**src/rtl/ddr2_port_sched_pkg.sv**
```systemverilog
// Shared widths, requester indices and scheduler state encoding for the
// DDR port 2 read-channel scheduler.
package GLOBAL_PARAM;

    localparam int DDR_ADDR_W = 32;
    localparam int BURST_W    = 16;

    localparam int REQ_NUM  = 3;
    localparam int REQ_IBUF = 0;
    localparam int REQ_PBUF = 1;
    localparam int REQ_ABUF = 2;

    typedef enum logic [1:0] {
        ST_IDLE    = 2'd0,
        ST_ISSUE   = 2'd1,
        ST_BUSY    = 2'd2,
        ST_RELEASE = 2'd3
    } ddr_sched_state_t;

    // Index width for a requester count; never collapses to zero bits.
    function automatic int idx_w(input int n);
        return (n > 1) ? $clog2(n) : 1;
    endfunction

endpackage

```
**src/rtl/ddr2_port_sched_rr_pick.sv**
```systemverilog
// Combinational round-robin picker: the first set request at or after
// rr_ptr (wrapping) wins.
module rr_pick #(
    parameter int N  = 3,
    parameter int IW = 2
) (
    input  logic [N-1:0]  req,
    input  logic [IW-1:0] rr_ptr,
    output logic          valid,
    output logic [IW-1:0] win
);

    // Scan from the farthest candidate back to rr_ptr so the nearest set
    // request is the last one written and therefore wins.
    always_comb begin
        valid = 1'b0;
        win   = '0;
        for (int i = N - 1; i >= 0; i--) begin
            if (req[(int'(rr_ptr) + i) % N]) begin
                valid = 1'b1;
                win   = IW'((int'(rr_ptr) + i) % N);
            end
        end
    end

endmodule

```
**src/rtl/ddr2_port_sched.sv**
```systemverilog
// Round-robin scheduler for the DDR port 2 read channel shared by the
// ibuf, pbuf and abuf loaders.
//
// state      | meaning
// -----------+-----------------------------------------------------------
// ST_IDLE    | port free; arbitrate and latch winner parameters
// ST_ISSUE   | one cycle: start address generator and winning loader
// ST_BUSY    | transfer running; collect ag_done / ld_done[win]
// ST_RELEASE | one cycle: pulse xfer_done[win], advance rr_ptr
module ddr2_port_sched #(
    parameter int REQ_NUM    = GLOBAL_PARAM::REQ_NUM,
    parameter int DDR_ADDR_W = GLOBAL_PARAM::DDR_ADDR_W,
    parameter int BURST_W    = GLOBAL_PARAM::BURST_W
) (
    input  logic                                clk,
    input  logic                                rst,
    input  logic [REQ_NUM-1:0]                  req,
    input  logic [REQ_NUM-1:0][DDR_ADDR_W-1:0]  req_st_addr,
    input  logic [REQ_NUM-1:0][BURST_W-1:0]     req_burst,
    input  logic [REQ_NUM-1:0][DDR_ADDR_W-1:0]  req_step,
    input  logic [REQ_NUM-1:0][BURST_W-1:0]     req_burst_num,
    output logic [REQ_NUM-1:0]                  gnt,
    output logic [REQ_NUM-1:0]                  ld_start,
    input  logic [REQ_NUM-1:0]                  ld_done,
    input  logic [REQ_NUM-1:0]                  ld_ready,
    output logic                                ddr2_ready,
    output logic                                ag_start,
    output logic [DDR_ADDR_W-1:0]               ag_st_addr,
    output logic [BURST_W-1:0]                  ag_burst,
    output logic [DDR_ADDR_W-1:0]               ag_step,
    output logic [BURST_W-1:0]                  ag_burst_num,
    input  logic                                ag_done,
    output logic [REQ_NUM-1:0]                  xfer_done,
    output logic                                busy
);

    localparam int IW = GLOBAL_PARAM::idx_w(REQ_NUM);

    GLOBAL_PARAM::ddr_sched_state_t state, state_nxt;

    logic [IW-1:0]      win_q;
    logic [IW-1:0]      rr_ptr;
    logic               pick_valid;
    logic [IW-1:0]      pick_win;
    logic               ag_fin;
    logic               ld_fin;
    logic               ag_all;
    logic               ld_all;
    logic [REQ_NUM-1:0] win_oh;

    rr_pick #(
        .N  (REQ_NUM),
        .IW (IW)
    ) u_rr_pick (
        .req    (req),
        .rr_ptr (rr_ptr),
        .valid  (pick_valid),
        .win    (pick_win)
    );

    // Winner decode plus done-collection including same-cycle pulses, so the
    // later done pulse moves BUSY to RELEASE on its own edge.
    always_comb begin
        win_oh = '0;
        win_oh[win_q] = 1'b1;
        ag_all = ag_fin | ag_done;
        ld_all = ld_fin | ld_done[win_q];
    end

    // State register.
    always_ff @(posedge clk) begin
        if (rst) begin
            state <= GLOBAL_PARAM::ST_IDLE;
        end else begin
            state <= state_nxt;
        end
    end

    // Next-state logic.
    always_comb begin
        state_nxt = state;
        case (state)
            GLOBAL_PARAM::ST_IDLE:    if (pick_valid) state_nxt = GLOBAL_PARAM::ST_ISSUE;
            GLOBAL_PARAM::ST_ISSUE:   state_nxt = GLOBAL_PARAM::ST_BUSY;
            GLOBAL_PARAM::ST_BUSY:    if (ag_all && ld_all) state_nxt = GLOBAL_PARAM::ST_RELEASE;
            GLOBAL_PARAM::ST_RELEASE: state_nxt = GLOBAL_PARAM::ST_IDLE;
            default:                  state_nxt = GLOBAL_PARAM::ST_IDLE;
        endcase
    end

    // Outputs decoded from state and the registered winner.
    always_comb begin
        gnt        = '0;
        ld_start   = '0;
        xfer_done  = '0;
        ag_start   = 1'b0;
        ddr2_ready = 1'b0;
        busy       = (state != GLOBAL_PARAM::ST_IDLE);
        case (state)
            GLOBAL_PARAM::ST_ISSUE: begin
                gnt        = win_oh;
                ld_start   = win_oh;
                ag_start   = 1'b1;
                ddr2_ready = ld_ready[win_q];
            end
            GLOBAL_PARAM::ST_BUSY: begin
                gnt        = win_oh;
                ddr2_ready = ld_ready[win_q];
            end
            GLOBAL_PARAM::ST_RELEASE: begin
                gnt       = win_oh;
                xfer_done = win_oh;
            end
            default: ;
        endcase
    end

    // Winner/parameter latch, sticky done flags and round-robin pointer.
    always_ff @(posedge clk) begin
        if (rst) begin
            win_q        <= '0;
            rr_ptr       <= '0;
            ag_fin       <= 1'b0;
            ld_fin       <= 1'b0;
            ag_st_addr   <= '0;
            ag_burst     <= '0;
            ag_step      <= '0;
            ag_burst_num <= '0;
        end else begin
            case (state)
                GLOBAL_PARAM::ST_IDLE: begin
                    if (pick_valid) begin
                        win_q        <= pick_win;
                        ag_st_addr   <= req_st_addr[pick_win];
                        ag_burst     <= req_burst[pick_win];
                        ag_step      <= req_step[pick_win];
                        ag_burst_num <= req_burst_num[pick_win];
                    end
                end
                GLOBAL_PARAM::ST_BUSY: begin
                    ag_fin <= ag_all;
                    ld_fin <= ld_all;
                end
                GLOBAL_PARAM::ST_RELEASE: begin
                    ag_fin <= 1'b0;
                    ld_fin <= 1'b0;
                    rr_ptr <= (win_q == IW'(REQ_NUM - 1)) ? '0 : win_q + 1'b1;
                end
                default: ;
            endcase
        end
    end

endmodule
```
**config.mk**
```make
export PLATFORM = sky130hd
export DESIGN_NAME = ddr2_port_sched
export DESIGN_NICKNAME = d
export VERILOG_FILES = /design/src/rtl/ddr2_port_sched_pkg.sv /design/src/rtl/ddr2_port_sched_rr_pick.sv /design/src/rtl/ddr2_port_sched.sv
export SDC_FILE = /design/constraint.sdc
export NUM_CORES = 1
export LEC_CHECK = 0
export CORE_AREA = 2 2 158 160
export CTS_CLUSTER_SIZE = 8
export DETAILED_ROUTE_END_ITERATION = 10
export DIE_AREA = 0 0 160 162
export DONT_BUFFER_PORTS = 1
export SYNTH_ARGS = -nofsm -noshare
export SYNTH_HDL_FRONTEND = slang
export SYNTH_HIERARCHICAL = 1
export SYNTH_SLANG_ARGS = --single-unit
```
**constraint.sdc**
```tcl
create_clock -name clk -period 2.73 [get_ports clk]
set_input_delay 0.6825 -clock clk [delete_from_list [all_inputs] [get_ports clk]]
set_output_delay 0.6825 -clock clk [all_outputs]
set_load 0.03 [all_outputs]
```
### Word-level counts from Yosys, hierarchy flattened

Cells that the tools add are included.

| storage, ports and cells | value |
|---|---|
| output and inout bits | 108 |
| register bits | 104 |
| bits of input ports | 300 |

| cells by class | value |
|---|---|
| divide/modulo/power cells | 3 |
| $lt $le $gt $ge | 6 |
| add/sub/neg operators | 3 |
| multiplexer cells | 40 |
| reduce and logical (&&, ||, !) cells | 9 |
| eq/ne operators | 6 |
| bitwise gates (word level) | 2 |

Operators by type and width:

| cell | count |
|---|---|
| 32-bit binary-select mux with 2-bit select | 2 |
| 32-bit by 4-bit less-than comparator with 1-bit output (second input constant) | 3 |
| 16-bit binary-select mux with 2-bit select | 2 |
| 32-bit by 3-bit modulo with 32-bit output (second input constant) | 2 |
| 32-bit 2-to-1 mux | 2 |
| 3-bit by 3-bit modulo with 32-bit output (second input constant) | 1 |
| 16-bit 2-to-1 mux | 2 |
| 1-bit 2-to-1 mux | 14 |
| 2-bit 2-to-1 mux | 6 |
| 1-bit binary-select mux with 2-bit select | 5 |
| 3-bit 2-to-1 mux | 3 |
| 2-bit one-hot mux with 4 select lines | 1 |
| 2-bit equality test (second input constant) | 3 |
| 2-bit by 3-bit less-than comparator with 1-bit output (second input constant) | 2 |
| 2-bit inequality test (second input constant) | 2 |
| 1-bit one-hot mux with 2 select lines | 2 |
| 2-bit AND reduction | 2 |
| 2-bit nonzero test | 2 |
| 2-bit by 1-bit adder with 3-bit output (second input constant) | 1 |
| 2-bit by 2-bit adder with 3-bit output (second input constant) | 1 |
| 3-bit OR reduction | 1 |
| 2-bit by 1-bit adder with 2-bit output (second input constant) | 1 |
| 1-bit demux with 2-bit select | 1 |
| 2-bit by 1-bit equality test with 1-bit output (second input constant) | 1 |
| 5 further kinds | 7 |

### Logic depth before layout (Yosys ltp)

| depth | value |
|---|---|
| depth in word-level cells | 10 |
| depth in mapped cells | 13 |
| depth with buffers taken out | 9 |

### Hierarchy

Netlist, hierarchy kept.

By module, submodules not included:

| module | sequential area each (um^2) | cells each | area an instance (um^2) | instances |
|---|---|---|---|---|
| ddr2_port_sched | 2082.0 | 703 | 6080.8 | 1 |
| rr_pick | 0.0 | 27 | 191.4 | 1 |

### Worst setup path before layout

Ideal clock, no wire load.

| timing path | value |
|---|---|
| path type | reg2reg |
| start point | register rr_ptr[1] |
| end point | register ag_step[10] |
| library setup time | 0.141 ns |
| data arrival time | 2.304 ns |
| stages on the path, launching flop included | 14 |
| path slack | 0.286 ns |
| path buffers | 4 |
| period minus slack after synthesis | 2.444 ns |
| required time | 2.589 ns |
| path through | dfxtp_1 inv_1 ha_1 buf_6 mux2i_1 o221ai_1 o311ai_0 buf_6 buf_6 buf_6 mux2i_1 nor2_1 a211oi_2 nor3_2 |

| between the ends | value |
|---|---|
| word-level cells in the longest chain between the ends | 10 |

RTL lines:

| item | line | source |
|---|---|---|
| start: declaration | ddr2_port_sched.sv:42 | `logic [IW-1:0] rr_ptr;` |
| start signal: assignment | ddr2_port_sched.sv:147 | `rr_ptr <= (win_q == IW'(REQ_NUM - 1)) ? '0 : win_q + 1'b1;` |
| 2-bit by 2-bit adder with 3-bit output | ddr2_port_sched_rr_pick.sv:19, ddr2_port_sched_rr_pick.sv:21 |  |
| 32-bit by 3-bit modulo with 32-bit output | ddr2_port_sched_rr_pick.sv:19, ddr2_port_sched_rr_pick.sv:21 |  |
| 1-bit binary-select mux with 2-bit select | ddr2_port_sched_rr_pick.sv:19 | `if (req[(int'(rr_ptr) + i) % N]) begin` |
| 1-bit 2-to-1 mux (not written as such) (2 in a row) | ddr2_port_sched_rr_pick.sv:19 |  |
| 2-bit 2-to-1 mux (2 in a row) | ddr2_port_sched_rr_pick.sv:19 |  |
| 2-bit 2-to-1 mux (*) | ddr2_port_sched_rr_pick.sv:19 |  |
| net pick_win[0] | ddr2_port_sched.sv:44 | `logic [IW-1:0] pick_win;` |
| 32-bit binary-select mux with 2-bit select (*) | ddr2_port_sched.sv:136 | `ag_step <= req_step[pick_win];` |
| 32-bit 2-to-1 mux (not written as such) (*) | ddr2_port_sched.sv:136 |  |
| end signal: assignment | ddr2_port_sched.sv:136 |  |
| end: declaration | ddr2_port_sched.sv:30 | `output logic [DDR_ADDR_W-1:0] ag_step,` |

Mark *: on every way through the listed nets, which the timed path passes. The rest lies on a longest branch. The select of a mux whose other input is x is not followed.
A chain may end at the register's enable or synchronous reset.

### Worst setup path after layout

| timing path | value |
|---|---|
| start point | register rr_ptr[1] |
| end point | register ag_burst[12] |

| between the ends | value |
|---|---|
| word-level cells in the longest chain between the ends | 10 |

RTL lines:

| item | line | source |
|---|---|---|
| 2-bit by 2-bit adder with 3-bit output | ddr2_port_sched_rr_pick.sv:19, ddr2_port_sched_rr_pick.sv:21 |  |
| 32-bit by 3-bit modulo with 32-bit output | ddr2_port_sched_rr_pick.sv:19, ddr2_port_sched_rr_pick.sv:21 |  |
| 1-bit binary-select mux with 2-bit select | ddr2_port_sched_rr_pick.sv:19 |  |
| 1-bit 2-to-1 mux (not written as such) (2 in a row) | ddr2_port_sched_rr_pick.sv:19 |  |
| 2-bit 2-to-1 mux (2 in a row) | ddr2_port_sched_rr_pick.sv:19 |  |
| 2-bit 2-to-1 mux (*) | ddr2_port_sched_rr_pick.sv:19 |  |
| net pick_win[0] | ddr2_port_sched.sv:44 |  |
| 16-bit binary-select mux with 2-bit select (*) | ddr2_port_sched.sv:135 | `ag_burst <= req_burst[pick_win];` |
| 16-bit 2-to-1 mux (not written as such) (*) | ddr2_port_sched.sv:135 |  |
| end signal: assignment | ddr2_port_sched.sv:135 |  |
| end: declaration | ddr2_port_sched.sv:29 | `output logic [BURST_W-1:0] ag_burst,` |

Marked as above.

==> out/metrics.cfg <==
[worst_setup_path]
crit_required_ps=2970
path_class=reg2reg
crit_arrival_ps=2770
cp_max_fo=25
worstReg2RegStart=rr_ptr[1]
crit_path_end_kind=flop
startpoint=rr_ptr[1]
cp-start-kind=flop

[global_route]
grt_max_degree=106
antenna_found_initial=1
grt_pass1_wl_mm=29.5
overflow=0
grt_pass1_vias=5124
grt_usage=0.145

[synth]
ys_seq_area_frac=0.332
synth-edff-count=0
syn_nets=1038
ys_types=36
ys_ff_latch=104
async_reset_ff_frac=0
synthCells=730
synth_area_sq_um=6270
synth_flop_cell=dfxtp_1
syn_avg_cell_area_sq_um=8.59
yosysWarnings=6

[die]
die_y_um=162
die-area_sq_um=25900
ios=408
core_area_sq_um=24100
fp.dieW_um=160
num_rows=57
initial_core_util=0.260

[timing]
max_freq_mhz=394
tightest_slew_ps=455
finalCritPeriodShare=0.929
maxSlewHeadroom=0.697
skew_ps=12.4
hold_viol_final=0
fin_ws_ps=193
setup_viol=0
final_max_slew_viol_count=0
finalSetupTns_ps=0
fin_crit_ps=2540

[pwr]
cellPowerDensity_nw_per_um2=1280
p_int_mw=4.35
seqPwrFrac=0.466
power.total_mw=8.91
clockPowerShare=0.156
peakVddDrop_uv=529
swShare=0.512
power_switching_mw=4.56
power.leakage_nw=2.46
comb_power_share=0.378

[final_layout]
final_common_cell=nor2_1
syn_to_final_growth_pct=10.8
post-route-util=0.288
finalInstanceArea_sq_um=6950
final_nets=1002
drive_above_1_share=0.166
final_cell_mix=nor2_1 (195), dfxtp_1 (104), mux2i_1 (99)

[run_status]
outcome=completed

[drt]
wl_per_cell_um=20.0
via_per_inst=5.16
dr.pass1.iters=5
postRouteAntennaNets=0
vias=5287
drtIter0Drc=328
drc=0
wirelength_mm=20.4

[clock_network]
clock_latency_ps=350
numCtsBuffers=9
ctsHoldBuffers=0
cts-root-buf=clkbuf_16
cts_tree=done
cts_sinks=104
htree_levels=3
clkTransAtPathRegs_ps=80
clk_path_buf_depth=2

[placement]
dp_hpwl_mm=15.1
place_area_sq_um=6560
place_ws_ps=-72.3
portBuffers=0
place_congestion=0.794

[worst_hold_path]
worstHoldStart=rst
min_path_type=in2reg

[job]
maxCapViolations=0

[metrics by stage]
| stage | instances | hold WS, ps |
|---|---|---|
| 2_1_floorplan | 730 | 480 |
| 3_3_place_gp | 1003 | 491 |
| 3_5_place_dp | 1003 | 496 |
| 4_1_cts | 1019 | 384 |
| 5_1_grt | 1024 | 375 |
| 6_report | 1024 | 413 |
[critical path, cell delays in order, from the launching register on]
cell and delay (ps):
dfxtp_1 390, inv_1 60, ha_1 200, mux2i_1 160
o221ai_1 180, o311ai_2 320, buf_4 210, buf_16 190
mux2i_1 280, nor2_1 90, a211oi_1 230, nor3_1 60
[power groups by stage]
| stage | registers, mW | clock network [mW] | logic [mW] |
|---|---|---|---|
| 6_report | 4.15 | 1.39 | 3.37 |
| 5_1_grt | 4.23 | 1.50 | 3.78 |
| 4_1_cts | 4.17 | 1.45 | 3.34 |
| 3_5_place_dp | 4.20 | 0 | 3.33 |
| 3_3_place_gp | 4.19 | 0 | 3.27 |
| 2_1_floorplan | 3.96 | 0 | 2.76 |
[timing repair]
action | 4_1_cts | 5_1_grt
gates resized for setup | 1 | 3
endpoints found under the setup margin | 1 | 84
setup buffers | 0 | 3
pin swaps | 0 | 2
cloned | 0 | 1
[final timing paths]
| path | endpoint | slack [ps] | cells after the start |
|---|---|---|---|
| setup / recovery | ag_burst[12] | 190 | 11 |
| hold / removal | ag_burst[15] | 410 | 1 |
| setup reg to reg | ag_burst[12] | 190 | 11 |
| hold reg to reg | ag_fin | 510 | 2 |
[registers in the layout, indices dropped and copies added, names as in the netlist]
signal,cells
win_q,2
state,2
ag_step,32
rr_ptr,2
ld_fin,1
ag_fin,1
ag_burst_num,16
ag_burst,16
ag_st_addr,32
[cells by family after synthesis]
| kind of cell | count (synthesis) | synth area share |
|---|---|---|
| AO/OA/AOI/OAI | 116 | 0.172 |
| flip-flops | 104 | 0.332 |
| adder cells (fa/ha/maj) | 8 | 0.0160 |
| buffers and inverters | 76 | 0.0712 |
| multiplexers | 100 | 0.160 |
| AND/OR/NAND/NOR | 326 | 0.250 |
[Yosys cell counts, types with 2 or more instances]
master	instances	area, sq um
buf_1	3	11.3
nor3_2	29	290
ha_1	8	100
buf_2	21	105
inv_1	8	30.0
buf_6	13	146
mux2i_1	100	1000
a211oi_1	56	420
nand2_1	9	33.8
o32a_1	2	20.0
and2_1	8	50.1
nor3_1	71	355
buf_4	10	75.1
o21ai_0	3	15.0
nor2b_1	4	25.0
clkbuf_1	21	78.8
nor2b_4	2	27.5
a211oi_2	40	500
nor2_1	195	732
dfxtp_1	104	2080
a21oi_1	6	30.0
nand2b_1	3	18.8
[layout make-up]
| class | instances | area (sq um) |
|---|---|---|
| Fill cell | 2619 | 17200 |
| Multi-Input combinational cell | 550 | 3790 |
| Sequential cell | 104 | 2080 |
| Tap cell | 324 | 405 |
| Timing Repair Buffer | 21 | 333 |
| Clock buffer | 11 | 243 |
| Clock inverter | 5 | 63.8 |
| Inverter | 8 | 30.0 |
| Antenna cell | 1 | 2.50 |
[metal layers]
layer  wire length (um)  GRT usage  vias up
li1                   -          -     2502
met3               1710     0.0483       19
met1               7830      0.158     2475
met4                411     0.0397        0
met2              10500      0.269      291
met5                  0          0        -
(Power assumes the default switching activity.)
